`src/rtl/summ_sa_sched.sv`:
```
// summ_sa_sched: per-point read, accumulate and handshake sequencer for the summ_sa delay-and-sum accumulator
module summ_sa_sched #(
    parameter int DATA_WIDTH   = 16,
    parameter int NUM_CHANNELS = 4,
    parameter int NUM_POINTS   = 64,
    parameter int RD_LAT       = 2,
    parameter int TIMEOUT      = 15,
    parameter int SUM_WIDTH    = DATA_WIDTH + $clog2(NUM_CHANNELS),
    localparam int CW = $clog2(NUM_CHANNELS),
    localparam int PW = NUM_POINTS > 1 ? $clog2(NUM_POINTS) : 1,
    localparam int TW = $clog2(TIMEOUT + 1)
) (
    input  logic                  clk,
    input  logic                  reset,
    input  logic                  frame_start,
    input  logic                  abort,
    output logic                  rd_en,
    output logic [CW-1:0]         rd_ch,
    output logic [PW-1:0]         rd_point,
    input  logic [DATA_WIDTH-1:0] rd_data,
    output logic                  start_sum,
    output logic                  sum_en,
    output logic [DATA_WIDTH-1:0] delayed_sample,
    output logic                  done_channel,
    input  logic [SUM_WIDTH-1:0]  sum_result,
    input  logic                  sum_valid,
    output logic [SUM_WIDTH-1:0]  out_data,
    output logic                  out_valid,
    input  logic                  out_ready,
    output logic                  busy,
    output logic                  frame_done,
    output logic                  error
);
    typedef enum logic [2:0] {IDLE, START, ISSUE, DRAIN, CLOSE, WAIT_RES, OUTPUT} state_t;

    localparam logic [CW-1:0] LAST_CH = CW'(NUM_CHANNELS - 1);
    localparam logic [PW-1:0] LAST_PT = PW'(NUM_POINTS - 1);
    localparam logic [TW-1:0] LAST_T  = TW'(TIMEOUT - 1);

    state_t state, state_nxt;
    logic [RD_LAT-1:0] vld;
    logic [CW-1:0] se_cnt;
    logic [TW-1:0] tcnt;
    logic timeout, accept, launch;

    // rd_point doubles as the point counter; abort suppresses every exit event
    assign timeout = !abort && state == WAIT_RES && !sum_valid && tcnt == LAST_T;
    assign accept  = !abort && state == OUTPUT && out_ready;
    assign launch  = !abort && state == IDLE && frame_start;

    // next-state decode; abort overrides every transition
    always_comb begin
        state_nxt = state;
        case (state)
            IDLE:     state_nxt = frame_start ? START : IDLE;
            START:    state_nxt = ISSUE;
            ISSUE:    state_nxt = rd_ch == LAST_CH ? DRAIN : ISSUE;
            DRAIN:    state_nxt = sum_en && se_cnt == LAST_CH ? CLOSE : DRAIN;
            CLOSE:    state_nxt = WAIT_RES;
            WAIT_RES: state_nxt = sum_valid ? OUTPUT : tcnt == LAST_T ? IDLE : WAIT_RES;
            OUTPUT:   state_nxt = !out_ready ? OUTPUT : rd_point == LAST_PT ? IDLE : START;
            default:  state_nxt = IDLE;
        endcase
        if (abort) state_nxt = IDLE;
    end

    // state register
    always_ff @(posedge clk or negedge reset) begin
        if (!reset) state <= IDLE;
        else state <= state_nxt;
    end

    // read-return pipeline and per-point counters
    always_ff @(posedge clk or negedge reset) begin
        if (!reset) begin
            vld            <= '0;
            sum_en         <= 1'b0;
            delayed_sample <= '0;
            se_cnt         <= '0;
            tcnt           <= '0;
            rd_ch          <= '0;
            rd_point       <= '0;
        end else begin
            vld            <= abort ? '0 : RD_LAT'({vld, rd_en});
            sum_en         <= vld[RD_LAT-1] && !abort;
            delayed_sample <= vld[RD_LAT-1] ? rd_data : delayed_sample;
            se_cnt         <= state_nxt == START ? '0 : se_cnt + CW'(sum_en);
            tcnt           <= state == WAIT_RES && state_nxt == WAIT_RES ? tcnt + TW'(1) : '0;
            rd_ch          <= state == ISSUE && state_nxt == ISSUE ? rd_ch + CW'(1) : '0;
            rd_point       <= state_nxt == IDLE ? '0 : accept && state_nxt == START ? rd_point + PW'(1) : rd_point;
        end
    end

    // registered control and handshake outputs derived from the upcoming state
    always_ff @(posedge clk or negedge reset) begin
        if (!reset) begin
            rd_en        <= 1'b0;
            start_sum    <= 1'b0;
            done_channel <= 1'b0;
            out_valid    <= 1'b0;
            out_data     <= '0;
            busy         <= 1'b0;
            frame_done   <= 1'b0;
            error        <= 1'b0;
        end else begin
            rd_en        <= state_nxt == ISSUE;
            start_sum    <= state_nxt == START;
            done_channel <= state_nxt == CLOSE;
            out_valid    <= state_nxt == OUTPUT;
            out_data     <= !abort && state == WAIT_RES && sum_valid ? sum_result : out_data;
            busy         <= state_nxt != IDLE;
            frame_done   <= timeout || (accept && rd_point == LAST_PT);
            error        <= timeout || (error && !launch);
        end
    end
endmodule
```
`config.mk`:
```
export PLATFORM = sky130hd
export DESIGN_NAME = summ_sa_sched
export DESIGN_NICKNAME = d
export VERILOG_FILES = /design/src/rtl/summ_sa_sched.sv
export SDC_FILE = /design/constraint.sdc
export NUM_CORES = 1
export LEC_CHECK = 0
export CAP_MARGIN = 20
export CELL_PAD_IN_SITES_DETAIL_PLACEMENT = 1
export CELL_PAD_IN_SITES_GLOBAL_PLACEMENT = 1
export CORE_MARGIN = 4
export CORE_UTILIZATION = 35
export DETAILED_ROUTE_END_ITERATION = 16
export PLACE_DENSITY = 0.78
export SYNTH_ARGS = -nofsm -noshare
export SYNTH_HDL_FRONTEND = slang
export SYNTH_SLANG_ARGS = --single-unit
```
`constraint.sdc`:
```
create_clock -name clk -period 2.05 [get_ports clk]
set_input_delay 0.41 -clock clk [delete_from_list [all_inputs] [get_ports clk]]
set_output_delay 0.41 -clock clk [all_outputs]
set_load 0.02 [all_outputs]
```
* After elaboration in Yosys (flattened, before gate mapping)
Cells that the tools add are included.
** Cells by class
- Add/sub/neg operators :: 4
- Eq/ne operators :: 15
- Multiplexer cells :: 15
- Reductions and logical operators :: 24
** Operators with widths (number)
- one-hot mux 3 bit (7 select lines) :: 1
- == test 3 bit, second input constant :: 6
- logical AND 1 bit :: 15
- two-way mux 3 bit :: 5
- two-way mux 6 bit :: 2
- == test 3 x 2 -> 1 bit, second input constant :: 3
- adder 6 x 1 -> 6 bit, second input constant :: 1
- == test 3 x 1 -> 1 bit, second input constant :: 2
- == test 6 bit, second input constant :: 1
- logical NOT 3 bit :: 2
- two-way mux 2 bit :: 3
- adder 4 x 1 -> 4 bit, second input constant :: 1
- == test 2 bit, second input constant :: 2
- == test 4 bit, second input constant :: 1
- two-way mux 4 bit :: 1
- logical NOT 1 bit :: 3
- two-way mux 1 bit :: 3
- nonzero test 3 bit :: 1
- adder 2 x 1 -> 2 bit :: 1
- adder 2 x 1 -> 2 bit, second input constant :: 1
- logical OR 1 bit :: 2
- nonzero test 2 bit :: 1
** Word-level totals
- Register bits :: 61
- Input bits :: 40
- Word-level logic and storage cells :: 74

* Longest topological paths before layout
- Depth after elaboration :: 9
- Gate-level depth with buffers :: 7

* Worst setup path after synthesis
Ideal clock, no wire load.
- Path type :: input-to-reg
- Start :: input port abort
- End :: register rd_point[5]
- Library setup time :: 0.133 ns
- Data arrival time :: 1.575 ns
- Path slack :: 0.341 ns
- Stages :: 5
- Path buffers :: 1
- Cell sequence :: clkbuf_1 or4_4 a311oi_2 xnor2_1 a21oi_2
** On the way
- Word-level cells in the longest chain between the ends :: 5
- Elaborated cells on any way between the ends :: 9
** RTL lines
- start: declaration :: line 16 : input logic abort,
- branches (longest 5 deep; another with two-way mux 3 bit)
- end signal: assignment :: line 90 : rd_point <= state_nxt == IDLE ? '0 : accept && state_nxt == START ? rd_point + PW'(1) : rd_point;
- end: declaration :: line 19 : output logic [PW-1:0] rd_point,
Parallel ways; which one is timed is not known.
A chain may end at the register's enable or synchronous reset.

* Worst setup path in the final report
- Start :: register state[1]
- End :: register rd_ch[0]
** On the way
- Word-level cells in the longest chain between the ends :: 6
- Elaborated cells on any way between the ends :: 12
** RTL lines
- start: declaration :: line 40 : state_t state, state_nxt;
- start signal: assignment :: line 70 : else state <= state_nxt;
- == test 3 bit, or another cell as far along :: line 54 : case (state)
- one-hot mux 3 bit (7 select lines) :: line 54
- two-way mux 3 bit :: line 64 : if (abort) state_nxt = IDLE;
- == test 3 x 2 -> 1 bit :: line 89 : rd_ch <= state == ISSUE && state_nxt == ISSUE ? rd_ch + CW'(1) : '0;
- logical AND 1 bit (*) :: line 89
- two-way mux 2 bit (*) :: line 89
- end signal: assignment :: line 89
- end: declaration :: line 18 : output logic [CW-1:0] rd_ch,
Every way passes the cells marked *; elsewhere a longest branch is shown, timed or not.

==> results.yml <==
worst_hold_path:
  hold_start: "rd_ch[0]"
  min_to: "rd_ch[0]"
  whs_path_depth: 1
  hold_path.class: "flop to flop"
clocking:
  path_clk_slew_ps: 70
  clockRootBuffer: "clkbuf_8"
  clock_path_buffers: 2
  ctsResizeCount: 0
  cts_max_level: 3
  cts_tree: "done"
  cts_sinks: 61
  cts-buffers-inserted: 9
  post_cts_buffers: 0
  cts-hold-fix-buffers: 1
  clock_latency_ps: 330
global_routing:
  overflow: 0
  antenna_found_initial: 0
  grt_pass1_wl_mm: 10.80
  grt_max_degree: 35
  grt_pass1_vias: 2184
  track_usage_pct: 15.76
floorplan:
  ios: 90
  die_x_um: 94.38
  num_rows: 31
  die-area_um2: 8907
  core_area_um2: 7253
  die_height_um: 94.38
  initial_core_util_pct: 36.00
setup_path:
  r2r_end: "rd_ch[0]"
  reg2reg_depth: 6
  r2r-start: "state[1]"
  cp_max_fo: 9
  critPathArrivalTime_ps: 2030
  cp-start-kind: "flop"
  worstSetupPathType: "flop to flop"
  cp-end-kind: "flop"
  required_ps: 2280
  rrSetupSlack_ps: 250
yosys:
  yosys_warnings: 0
  async_flop_share_pct: 100.0
  synth_area_um2: 2611
  synth_ff_type: "dfrtp_1"
  netlist.area_leader.share_pct: 58.46
  syn_inst: 201
  synth_top_area_cell: "dfrtp_1"
  synth_edf_count: 0
  synth-seq-cells: 61
  ys_seq_area_share_pct: 58.46
  ys_types: 44
  syn_area_per_cell_um2: 12.99
  syn-num-nets: 246
  synthTopCellsByArea: "dfrtp_1, mux2_2, mux2_1"
power:
  ir_worst_vdd_uv: 426.5
  power_w: 0.003386
  p_per_area_nw_per_um2: 860.1
  p_leak_nw: 1.794
drt:
  drc: 0
  ant_nets: 0
  wl_mm: 6.638
  first_iter_violations: 23
  via_per_inst: 4.718
  vias: 1958
  drtPass1Iterations: 4
  wl_per_cell_um: 16.00
timing:
  relSlewSlack_pct: 54.08
  fin_crit_sh_pct: 87.64
  finClkSkew_ps: 8.790
  max_freq_mhz: 556.6
  hold_viol: 0
  slew_viol_final: 0
  fin_crit_ps: 1797
  rsz0062_at_grt: "false"
  tightest_slew_ps: 688.7
  setup_viol: 0
place:
  portBuffers: 89
  placed_cells: 398
  place.gp.congestion: 0.8295
  hpwl_mm: 5.128
final_layout:
  diodes: 0
  fin_cells: 415
  area_growth_pct: 50.74
  layout-drive-gt1-share_pct: 21.84
  most-common-layout-cells: "clkdlybuf4s50_1, dfrtp_1, mux2_2"
  layout_commonest_cell: "clkdlybuf4s50_1"
  nNetsFinal: 356
run_status:
  status: "completed"
run:
  cap_violations: 0
sequential cells by signal, indices dropped and copies added, names as in the netlist, 2 cells and up:
name	cells
out_data	18
delayed_sample	16
rd_point	6
tcnt	4
state	3
rd_ch	2
se_cnt	2
vld	2
critical path: stages (launching register included):
cell	delay, ps
dfrtp_1	550
buf_4	190
nand4bb_1	140
o32a_4	210
nand3_1	130
or2_1	270
nor4_1	210
synth_stat cells, types with 3 or more instances:
cell       n
dfrtp_1   61
mux2_2    24
nor2_1    14
mux2_1    10
a21oi_1    8
nand3_1    7
and3_1     6
ha_1       5
nand2_1    5
inv_1      4
nor2b_1    4
xnor2_1    4
xor2_1     4
a31oi_1    3
buf_2      3
clkbuf_1   3
final cells by class:
class                           instances  area, µm²
Fill cell                             795       3317
Sequential cell                        61       1526
Inverter                                4      15.01
Clock buffer                            9      123.9
Multi-Input combinational cell        128       1032
Clock inverter                          7      66.31
Tap cell                               99      123.9
Timing Repair Buffer                  107       1049
where the power goes:
part | switching, W | leakage (nW) | internal (W)
registers | 0.0000928 | 0.817 | 0.00137
logic | 0.000406 | 0.878 | 0.000491
clock network | 0.000472 | 0.0987 | 0.000554
total | 0.000971 | 1.79 | 0.00242
worst max path at each step:
stage | start | to | depth (start not counted) | slack [ps]
after floorplan | abort | rd_point[5] | 5 | 340
after global placement | abort | rd_point[5] | 5 | -20
after detailed placement | abort | rd_point[5] | 5 | -50
after CTS | rd_point[4] | rd_point[4] | 1 | 230
after global routing | tcnt[0] | rd_point[3] | 8 | 160
final | state[1] | rd_ch[0] | 6 | 250
metal layers:
metal	up-vias	wire (µm)	global-route usage, %
li1	929	-	-
met1	971	2750	19.63
met2	53	3369	26.71
met3	5	490	5.100
met4	0	28	3.610
met5	-	0	0
logic make-up (layout without fill, tap and decap cells):
family	count (synthesis)	count (layout)	synth area share, %
compound gates	28	28	8.002
xor+xnor	8	8	2.683
fa+ha+maj	5	5	2.396
buf+inv	12	127	2.012
flops	61	61	58.46
mux	35	35	15.05
simple gates	52	52	11.40
per-stage QoR:
step	hold WS [ps]	setup TNS [ps]	setup WS, ps	cell area, µm²	utilization [%]
final	456.7	0	253.3	3936	54.27
after global routing	477.3	0	160.9	3936	54.27
after CTS	463.7	0	225.9	3936	54.27
after detailed placement	340.1	-50.94	-50.94	3736	51.51
after global placement	340.1	-24.22	-24.22	3736	51.51
after floorplan	114.4	0	341.3	2611	-
(Power assumes the default switching activity.)
